### src/rtl/pipe_stage_reg.sv
// Two-entry skid pipeline stage (main + skid, strict FIFO) with synchronous flush; data latency 1 cycle.
// in_ready is decoded from the state register only, so it never depends combinationally on out_ready.
module pipe_stage_reg #(
   parameter int PAYLOAD_W      = 81,
   parameter bit CLEAR_ON_FLUSH = 1'b1
) (
   input  logic                 clk,
   input  logic                 rst,
   input  logic                 in_valid,
   output logic                 in_ready,
   input  logic [PAYLOAD_W-1:0] in_data,
   output logic                 out_valid,
   input  logic                 out_ready,
   output logic [PAYLOAD_W-1:0] out_data,
   input  logic                 flush,
   output logic [1:0]           occupancy
);

   typedef enum logic [1:0] {
      EMPTY = 2'd0,
      ONE   = 2'd1,
      FULL  = 2'd2
   } state_t;

   state_t               state_q, state_d;
   logic [PAYLOAD_W-1:0] main_q, main_d;
   logic [PAYLOAD_W-1:0] skid_q, skid_d;
   logic                 accept;
   logic                 pop;

   assign accept = in_valid & in_ready;
   assign pop    = out_valid & out_ready;

   always_ff @(posedge clk or negedge rst) begin
      if (!rst) begin
         state_q <= EMPTY;
         main_q  <= '0;
         skid_q  <= '0;
      end else begin
         state_q <= state_d;
         main_q  <= main_d;
         skid_q  <= skid_d;
      end
   end

   // Flush wins over everything; draining to EMPTY zeroes main so out_data reads 0 when idle.
   always_comb begin
      state_d = state_q;
      main_d  = main_q;
      skid_d  = skid_q;
      if (flush) begin
         state_d = EMPTY;
         if (CLEAR_ON_FLUSH) begin
            main_d = '0;
            skid_d = '0;
         end
      end else begin
         unique case (state_q)
            EMPTY: begin
               if (accept) begin
                  state_d = ONE;
                  main_d  = in_data;
               end
            end
            ONE: begin
               if (accept && pop) begin
                  main_d = in_data;
               end else if (accept) begin
                  state_d = FULL;
                  skid_d  = in_data;
               end else if (pop) begin
                  state_d = EMPTY;
                  main_d  = '0;
               end
            end
            FULL: begin
               if (pop) begin
                  state_d = ONE;
                  main_d  = skid_q;
                  skid_d  = '0;
               end
            end
            default: begin
               state_d = EMPTY;
            end
         endcase
      end
   end

   always_comb begin
      out_valid = (state_q != EMPTY);
      in_ready  = (state_q != FULL);
      occupancy = state_q;
   end

   assign out_data = main_q;

endmodule

### config.mk
export PLATFORM = sky130hd
export DESIGN_NAME = pipe_stage_reg
export DESIGN_NICKNAME = d
export VERILOG_FILES = /design/src/rtl/pipe_stage_reg.sv
export SDC_FILE = /design/constraint.sdc
export NUM_CORES = 1
export LEC_CHECK = 0
export CAP_MARGIN = 20
export CORE_AREA = 2 2 138 140
export DETAILED_ROUTE_END_ITERATION = 8
export DIE_AREA = 0 0 140 142
export GPL_TIMING_DRIVEN = 0
export HOLD_SLACK_MARGIN = 0.15
export PLACE_DENSITY_LB_ADDON = 0.3
export SYNTH_ARGS = -nofsm -noshare
export SYNTH_HDL_FRONTEND = slang
export SYNTH_SLANG_ARGS = --single-unit
### constraint.sdc
create_clock -name clk -period 2.7 [get_ports clk]
set_input_delay 0.675 -clock clk [delete_from_list [all_inputs] [get_ports clk]]
set_output_delay 0.675 -clock clk [all_outputs]
set_load 0.02 [all_outputs]
Word-level counts from Yosys, hierarchy flattened

Index checks and enable logic that the tools add are counted.
W data, S select, Z words.

Input bits: 86
Output and inout port bits: 85
Bits in registers: 164

Bitwise logic cells: 2
Equality and inequality tests: 10
Mux-type cells: 17
Reductions and logical operators: 8

Operator list:

| kind                 | count |
|---|---|
| $mux W81             | 8 |
| $pmux W81 S3         | 1 |
| $pmux W81 S2         | 1 |
| $mux W2              | 6 |
| $ne A3 B3 Y1 const B | 4 |
| $ne A4 B4 Y1 const B | 3 |
| $reduce_and A4 Y1    | 2 |
| $pmux W2 S3          | 1 |
| $reduce_and A5 Y1    | 1 |
| $reduce_bool A4 Y1   | 1 |
| $reduce_bool A3 Y1   | 1 |
| $and A1 B1 Y1        | 2 |
| $eq A2 B1 Y1 const B | 1 |
| $eq A2 B2 Y1 const B | 1 |
| $logic_not A2 Y1     | 1 |
| $ne A2 B2 Y1 const B | 1 |
| $reduce_bool A2 Y1   | 1 |
| $logic_and A1 B1 Y1  | 1 |

Depth between registers and ports, before layout

Depth in word-level cells: 7
Depth in mapped cells: 9

Least setup slack after synthesis

OpenSTA, ideal clock, no wires.

Path kind: reg2reg
Start: reg state_q[0] (netlist: occupancy[0])
End: reg main_q[10] (netlist: out_data[10])
Slack: 597 ps
Path buffers: 3
Clock period less this slack: 2103 ps
Stages on the path, launching flop included: 10
Data arrival time: 2026 ps
Data required time: 2622 ps
Cell sequence: dfrtp_1 -> inv_1 -> ha_1 -> buf_2 -> nor2b_1 -> o32ai_2 -> or3_1 -> buf_6 -> buf_4 -> o2bb2ai_1

Word-level cells in the longest chain between the ends: 6
Elaborated cells on any way between the ends: 17
Those cells by class: eq/ne (7); mux (3); bitwise (2); reduce/logical (5)

Ends and longest elaborated chain:

| element                                            | RTL line | source |
|---|---|---|
| start: declaration                                 | 25       | `state_t state_q, state_d;` |
| start signal: assignment                           | 40       | `state_q <= state_d;` |
| $ne A2 B2 Y1 or $reduce_bool A2 Y1 (tied branches) | 92, 91   |  |
| $and A1 B1 Y1, on equally long branches            | 31, 32   |  |
| $logic_and A1 B1 Y1                                | 66       | `if (accept && pop) begin` |
| $mux W81                                           | 66       |  |
| $pmux W81 S3                                       | 58       | `unique case (state_q)` |
| $mux W81                                           | 51       | `if (flush) begin` |
| end signal: assignment                             | 41       | `main_q <= main_d;` |
| end: declaration                                   | 26       | `logic [PAYLOAD_W-1:0] main_q, main_d;` |

Several ways; a longest one is shown, not always the timed one.
A chain may end at the register's enable or synchronous reset.

Worst setup path after layout

Start: reg state_q[0] (netlist: occupancy[0])
End: out out_valid

Word-level cells in the longest chain between the ends: 1

Ends and longest elaborated chain:

| element            | RTL line | source |
|---|---|---|
| $reduce_bool A2 Y1 | 91       | `out_valid = (state_q != EMPTY);` |
| end: declaration   | 12       | `output logic out_valid,` |

Every way passes these cells.

==> results.md <==
* Run status: finished, violations left
* Failing checks: DRC
* IO Pins at 171
* WP data required at 2.03 ns
* Max-cap violations at 0
* ANT nets after route at 0
* Instance count on the critical path at 4
* Top-count cell post-synth: dfrtp_1
* Std-Cell Rows at 50
* Endpoints failing setup at 0
* Minimum clock period at 2.62 ns
* FF-to-FF setup slack at 0.27 ns
* Prevailing post-synth register cell: dfrtp_1
* Remaining DRCs at 12
* Post-Place Cells at 1189
* Reg-to-Reg End: out_data[38]
* Library cells used by synthesis at 35
* Clock power frac at 0.245
* Post-synthesis register bit count at 164
* Setup Buffers After CTS at 0
* Critical path capture point type: primary output
* Routed WL at approximately 24000 microns
* Worst setup path class: reg2out
* Post-route setup TNS at 0 ns
* Worst r2r src: occupancy[0]
* Worst Skew at 0.00769 ns
* CTS tree: done
* Crit-path leading delay family: buffers and inverters
* Final non-filler cell total at 1221
* Yosys warning total at 0
* DP Worst Slack at -0.259 ns
* Tot Pwr at 11.3 mW
* Slack of the critical path at 0.0849 ns
* H-tree Lvls at 4
* Layout area overhead at 33.2%
* CTS root buf: clkbuf_16
* Most common cell on crit path: inv_1
* Register share of total power at 0.310
* Clock Sinks at 164
* Vias/cell at between 6 and 7
* Post-CTS sizing at 2
* Syn avg cell area at slightly above 10 sq um
* PortBufs at 170
* Hold WC Path Type: in2async
* RSZ-0062 raised after global routing: false
* Setup crit start kind: register
* Max stage delay on crit path at 0.61 ns
* First-pass GRT wire length at 38200 microns
* Die area at 0.0199 sq mm
* Critical path origin: occupancy[0]
* Relative slew slack at 0.545
* Switching power at 4.38 mW
* Ant. Diodes at 0
* Crit path buffers/inverters at 3
* Endpoints failing hold at 0
* # nets final at roughly 1100
* Worst reg2reg path depth at 8
* Worst endpoint data arrival time at 1.94 ns
* Clock tree buffer depth at 2
* Ys async rst share at 1.00
* Largest net degree at the start of global routing at 89
* Critical Path Sink: out_valid
* Number of global-route vias before repair at 7229
* Leak at roughly 4.2 nW
* GP Congestion at 0.861
* Global-route usage over all layers at 0.240
* Post-synth top cells: 164 x dfrtp_1, 81 x a21oi_1, 81 x nand4_1, 81 x nor2b_1, 81 x o2bb2ai_1
* Synth top area cells: dfrtp_1 50%, o2bb2ai_1 8.7%, a221oi_1 8.6%, nand4_1 6.2%, nor2b_1 6.2%
* DP Wirelength at 15500 microns
* Internal power at 6.89 mW
* Period utilization at 0.969
* Crit Path Max Fanout at 6
* Starting DRT DRC Count at 507
* Worst path slowest cell: clkdlybuf4s50_1
* Mapped Nets at ~880
* Drt wl/cell at 19.4 microns
* Worst VDD drop at 0.514 mV
* Die Span X at 140 microns
* Num CTS Buffers at 17
* Number of synthesized flops with an enable pin at 0
* Total grt overflow at 0
* Die Y at roughly 140 microns
* Comb pwr share at 0.445
* Core footprint at around 0.018 sq mm
* Fmax at roughly 0.38 GHz
* Final slew viol count at 0
* Switching Share at 0.388
* Slew @ Worst Pin at 0.679 ns
* PD cells at 1040 mW/mm^2
* Clock Latency Late Sink at 0.43 ns
* Cell Area, Synth at 0.00814 sq mm
* Initial Util at 0.441
* Layout cells sized above 1 at 0.0811
* Cells along the critical path: inv_1 > ha_1 > inv_1 > clkdlybuf4s50_1
* Clk pin slew, worst setup/hold paths at 0.07 ns
* Total number of vias at 7367
* Pre-antenna DRT Iters at 6
* Synth area leader: dfrtp_1
* Post-synth top area share at 0.504
* Register area share after synthesis at 0.504
* Mapped Cells at 784
* Initial antenna violation count at 0
* # hold bufs at CTS at 0
==> logic make-up after synthesis <==
logic type,after synthesis,share of synthesized area
fa+ha+maj,5,0.00769
xor+xnor,1,0.00200
compound gates,331,0.282
mux,1,0.00138
simple gates,180,0.137
buf+inv,102,0.0660
flops,164,0.504
==> registers in the layout, summed over array words and instances, names as in the netlist <==
name and count:
skid_q 81, out_data 81, occupancy 2
==> cell usage in the layout, fill, tap and decap left out, types with 2 or more instances in the layout <==
master,instances
a21oi_1,81
nand3_1,2
clkbuf_16,17
nor2_1,3
clkbuf_1,58
inv_2,2
buf_4,2
nand2_1,2
nor3_1,2
o2bb2ai_1,81
clkbuf_2,4
inv_1,5
clkinv_4,3
bufinv_16,6
o21ai_0,50
dfrtp_1,164
a221oi_1,80
clkdlybuf4s50_1,168
buf_6,16
o21ai_1,32
nand4_1,81
nor2b_1,81
ha_1,5
a21o_1,2
nand2b_1,2
buf_2,18
==> stage by stage <==
step | area [sq um] | utilization | hold WS [ns]
6_report | 10800 | 0.587 | 0.219
5_1_grt | 10800 | 0.587 | 0.251
4_1_cts | 10800 | 0.587 | 0.231
3_5_place_dp | 10200 | 0.551 | 0.473
3_3_place_gp | 10100 | 0.549 | 0.472
2_1_floorplan | 8140 | - | 0.379
==> cell type report <==
| type | instances | area [sq um] |
|---|---|---|
| buffer | 95 | 512 |
| timing repair buffer | 171 | 1730 |
| clock inverter | 12 | 228 |
| sequential | 164 | 4100 |
| tap | 234 | 293 |
| inverter | 7 | 26.3 |
| multi-input combinational | 518 | 3510 |
| clock buffer | 20 | 437 |
| fill | 1585 | 7610 |
==> power groups by stage <==
stage / Sequential (mW) / Combinational, mW / Clock [mW]
finish: 3.49 / 5.02 / 2.76
global placement: 3.53 / 4.94 / 0
global route: 3.58 / 5.42 / 2.91
floorplan: 4.07 / 2.35 / 0
detailed placement: 3.52 / 4.98 / 0
CTS: 3.49 / 5.02 / 2.79
==> worst min-delay path by stage <==
stage / end / cells past startpoint
after floorplan: occupancy[0] / 0
after global placement: out_data[79] / 1
after detailed placement: out_data[47] / 1
after CTS: out_data[21] / 1
after global routing: out_data[21] / 1
final: out_data[21] / 1
==> routing by layer <==
metal / vias to the layer above / routed length (microns) / track usage
met5: - / 0 / 0
met4: 0 / 506 / 0.0797
met3: 39 / 1260 / 0.0437
met2: 261 / 11000 / 0.369
met1: 3624 / 10900 / 0.344
li1: 3443 / - / -
(Power assumes the default switching activity.)
